`config.mk`:
```
export PLATFORM = sky130hd
export DESIGN_NAME = clock_enables
export DESIGN_NICKNAME = d
export VERILOG_FILES = /design/src/rtl/clock_enables.sv
export SDC_FILE = /design/constraint.sdc
export NUM_CORES = 1
export LEC_CHECK = 0
export CAP_MARGIN = 10
export CORE_AREA = 2 2 49 46
export CTS_CLUSTER_DIAMETER = 30
export CTS_CLUSTER_SIZE = 24
export DETAILED_ROUTE_END_ITERATION = 6
export DIE_AREA = 0 0 51 48
export PLACE_DENSITY = 0.79
export RECOVER_POWER = 50
export SYNTH_ARGS = -nofsm -noshare
export SYNTH_HDL_FRONTEND = slang
export SYNTH_SLANG_ARGS = --single-unit
```
`constraint.sdc`:
```
create_clock -name clock56 -period 3.2 [get_ports clock56]
set_input_delay 0.8 -clock clock56 [delete_from_list [all_inputs] [get_ports clock56]]
set_output_delay 0.8 -clock clock56 [all_outputs]
set_load 0.02 [all_outputs]
```
`src/rtl/clock_enables.sv`:
```
// Clock-enable generator for the 56.7504 MHz system clock.
// Waits for the synthesiser to report a stable lock for LOCK_CYCLES
// consecutive cycles, then releases the system (ready) and produces
// 7.0938 MHz pixel enables and 3.5469 MHz CPU enables from a 4-bit divider.
module clock_enables #(
  parameter int unsigned LOCK_CYCLES = 1024
) (
  input  logic clock56,
  input  logic reset,
  input  logic locked,
  input  logic stall,
  output logic ready,
  output logic ce7n,
  output logic ce7p,
  output logic ce3n,
  output logic ce3p
);

  typedef enum logic [1:0] {
    WAIT = 2'd0,
    HOLD = 2'd1,
    RUN  = 2'd2
  } state_t;

  localparam logic [15:0] HOLD_LAST = 16'(LOCK_CYCLES - 32'd1);

  state_t      state;
  state_t      state_nx;
  logic [15:0] hold_cnt;
  logic [15:0] hold_nx;
  logic [3:0]  div;
  logic [3:0]  div_nx;
  logic        locked_m;
  logic        locked_s;
  logic        run;

  // Two-flop synchroniser for the asynchronous lock indication.
  always_ff @(posedge clock56) begin
    if (!reset) begin
      locked_m <= 1'b0;
      locked_s <= 1'b0;
    end else begin
      locked_m <= locked;
      locked_s <= locked_m;
    end
  end

  // Controller state, hold counter and divider registers.
  always_ff @(posedge clock56) begin
    if (!reset) begin
      state    <= WAIT;
      hold_cnt <= '0;
      div      <= '0;
    end else begin
      state    <= state_nx;
      hold_cnt <= hold_nx;
      div      <= div_nx;
    end
  end

  // Next-state logic: divider only advances while staying in RUN, so it
  // is zero on RUN entry and zero everywhere else.
  always_comb begin
    state_nx = state;
    hold_nx  = '0;
    div_nx   = '0;
    case (state)
      WAIT: begin
        if (locked_s) begin
          state_nx = HOLD;
        end
      end
      HOLD: begin
        if (!locked_s) begin
          state_nx = WAIT;
        end else if (hold_cnt == HOLD_LAST) begin
          state_nx = RUN;
        end else begin
          hold_nx = hold_cnt + 16'd1;
        end
      end
      RUN: begin
        if (!locked_s) begin
          state_nx = WAIT;
        end else begin
          div_nx = div + 4'd1;
        end
      end
      default: begin
        state_nx = WAIT;
      end
    endcase
  end

  // Output decode from registered state/divider; stall gates CPU enables only.
  always_comb begin
    run   = (state == RUN);
    ready = run;
    ce7n  = run && (div[2:0] == 3'd3);
    ce7p  = run && (div[2:0] == 3'd7);
    ce3n  = run && (div == 4'd7)  && !stall;
    ce3p  = run && (div == 4'd15) && !stall;
  end

endmodule

```
==> metrics <==
Hold Fails Final Rpt 0; Synth cell types 23; Iter 0 DRT Violations 13; outcome complete, no violations; antenna-violating nets left 0; Slew Limit Fails 0; dpl cells 142; initial antenna violation count 0; Die Y 48 um; Post-Synthesis Cells 111; FP Rows 15; via count of the first global-routing pass 632; number of I/O port buffers 8; first-pass GRT wire length 2.62 mm; Pint 348 uW; WL per Instance 10.5 um; WL final 1.52 mm; Setup Skew 6.58 ps; Area contributors post-synth dfxtp_1 46%, xnor2_1 11%, nor2_1 8.2%, ha_1 4.8%, nand3_1 3.8%; Hold WS 438 ps; nets 130; Worst Path Arrival 2040 ps; Mean Syn Cell Area 9.45 sq um; # fillers 166; clk_lat worst skew 300 ps; Non-Filler Instances 145; asr flop ratio synth 0%; sequential fraction of the synthesis area 45.8%; combinational share of power 1.3%; crit path launch type primary input; Setup-failing EPs final 0; Post-DP HPWL 1.14 mm; fin crit period 2840 ps; CP Capture Type output port; P&R area growth vs syn 9.78%; FF/Latch Area 480 sq um; H-tree depth 1; Hold Path Class flip-flop to flip-flop; CTS tree done; CTS Buffer Depth 2; Final WS setup 359 ps; Most used DFF post-synth dfxtp_1; post-place setup slack 345 ps; TritonCTS Buffers 3; gr ovfl total 0; synth warn 0; layout cell share with drive strength beyond 1 5.83%; Worst Path Max Fanout 2; detailed-route via count 727; synthesized cell area 1050 sq um; Fmax 0.352 GHz; Switching Share 18.6%; share of the synthesized area in the top cell type 45.8%; Worst Max-Slew Pin Slew 594 ps; gp weighted congestion 0.779; synthesized flop and latch total 24; P_sw 79.6 uW; max cap viols 0; Post-synth EDFFs 0; clk slew on worst S/H paths 110 ps; post-CTS setup buffers 0; Seq pwr share 70.4%; VDD IR max 389 uV; number of remaining DRC errors 0; Die Footprint 2450 sq um; post-layout util 60.7%; CP Class primary input to output port; largest net degree at the start of global routing 18; gr usage total 14.8%; DIE WIDTH 51 um; Max-slew headroom 60.4%; cell leakage power 0.000374 uW; top routing layer in use met4; Post-CTS Resized 0; power density cells 371 nW/um^2; cell type with the largest total area after synthesis dfxtp_1; TNS Setup 0 ps; Multi-input gate area 514 sq um; RSZ-0062 raised after global routing false; core area 1900 sq um; clk root buf clkbuf_4; CTS Hold Buffers Added 0; post-DR vias/cell 5.01; Req. time, crit path 2400 ps; Clk pwr share 28.3%; metal3 WL 72 um; n_diodes 0; clk sinks 24; starting density of the core 55.3%; first-pass iteration count of the detailed router 4; met1 WL 730 um; Synthesized Nets 119; Ports 9; fin crit share 88.8%; met2 WL 697 um
## layout by cell type, fill, tap and decap left out
master           instances
a31o_1                   1
and2_1                   4
clkbuf_4                 3
clkdlybuf4s50_1          7
dfxtp_1                 24
dlygate4sd3_1            1
ha_1                     4
inv_1                    6
nand2_1                  4
nand3_1                  8
nand3_2                  1
nand4_1                  2
nand4_4                  1
nand4b_1                 1
nor2_1                  23
nor2b_1                  1
nor3_1                   4
nor3_4                   1
nor3b_1                  1
nor4_1                   6
o21ai_0                  1
o31ai_2                  1
xnor2_1                 13
xor2_1                   2
## synthesized netlist by cell type, types with 2 or more instances
| master | instances |
|---|---|
| dfxtp_1 | 24 |
| nor2_1 | 23 |
| ha_1 | 4 |
| nor3_1 | 4 |
| nand2_1 | 4 |
| nand4_1 | 2 |
| inv_1 | 6 |
| and2_1 | 4 |
| xnor2_1 | 13 |
| nand3_1 | 8 |
| xor2_1 | 2 |
| nor4_1 | 6 |
## power groups by stage
stage	Sequential (uW)	Clock, uW	Combinational [uW]
final	301	121	5.63
after global routing	301	140	6.06
after global placement	308	0	5.81
after floorplan	308	0	1.74
after detailed placement	308	0	5.88
after CTS	301	127	5.93
## flip-flops by register name, summed over array words and instances (netlist names)
register and flops:
hold_cnt 16, div 4, state 2, locked_m 1
locked_s 1
## through the flow
step           instance area, sq um  power (uW)
2_1_floorplan                  1050         309
3_3_place_gp                   1130         314
3_5_place_dp                   1130         314
4_1_cts                        1150         434
5_1_grt                        1150         447
6_report                       1150         428
## path summary, 6_finish.rpt
kind / startpoint / endpoint / slack (ps) / cells past startpoint
hold / removal: locked_m$_SDFF_PN0_ / locked_s$_SDFF_PN0_ / 440 / 1
setup reg to reg: hold_cnt[0]$_SDFF_PP0_ / state[0]$_SDFFE_PN0P_ / 1350 / 5
setup / recovery: stall / ce3p / 360 / 3
hold reg to reg: locked_m$_SDFF_PN0_ / locked_s$_SDFF_PN0_ / 440 / 1
## cells by family (layout without fill, tap and decap cells)
logic type                 after synthesis  after routing  share of synthesized area (%)
DFF                                     24             24                           45.8
xor gates and xnor gates                15             15                           12.5
and+or+nand+nor                         57             57                           29.2
AOI/OAI and AO/OA                        3              3                           2.51
buffers and inverters                    8             17                           5.13
adders and majority gates                4              4                           4.77
## final cells by class
type,count,share of cell area [%]
sequential,24,41.7
tap,25,2.72
timing repair buffer,8,6.96
inverter,6,1.96
clock buffer,3,1.96
multi-input combinational,79,44.7
## critical path: stages
cell             delay, ps
clkdlybuf4s50_1        420
nor3b_1                190
clkdlybuf4s50_1        630
## routing by layer
layer  GRT usage, %  up-vias
li1               -      391
met1           17.2      321
met2           26.0       13
met3           6.56        2
met4           3.24        0
met5              0        -
No activity file was read; power rests on OpenSTA's default activity.
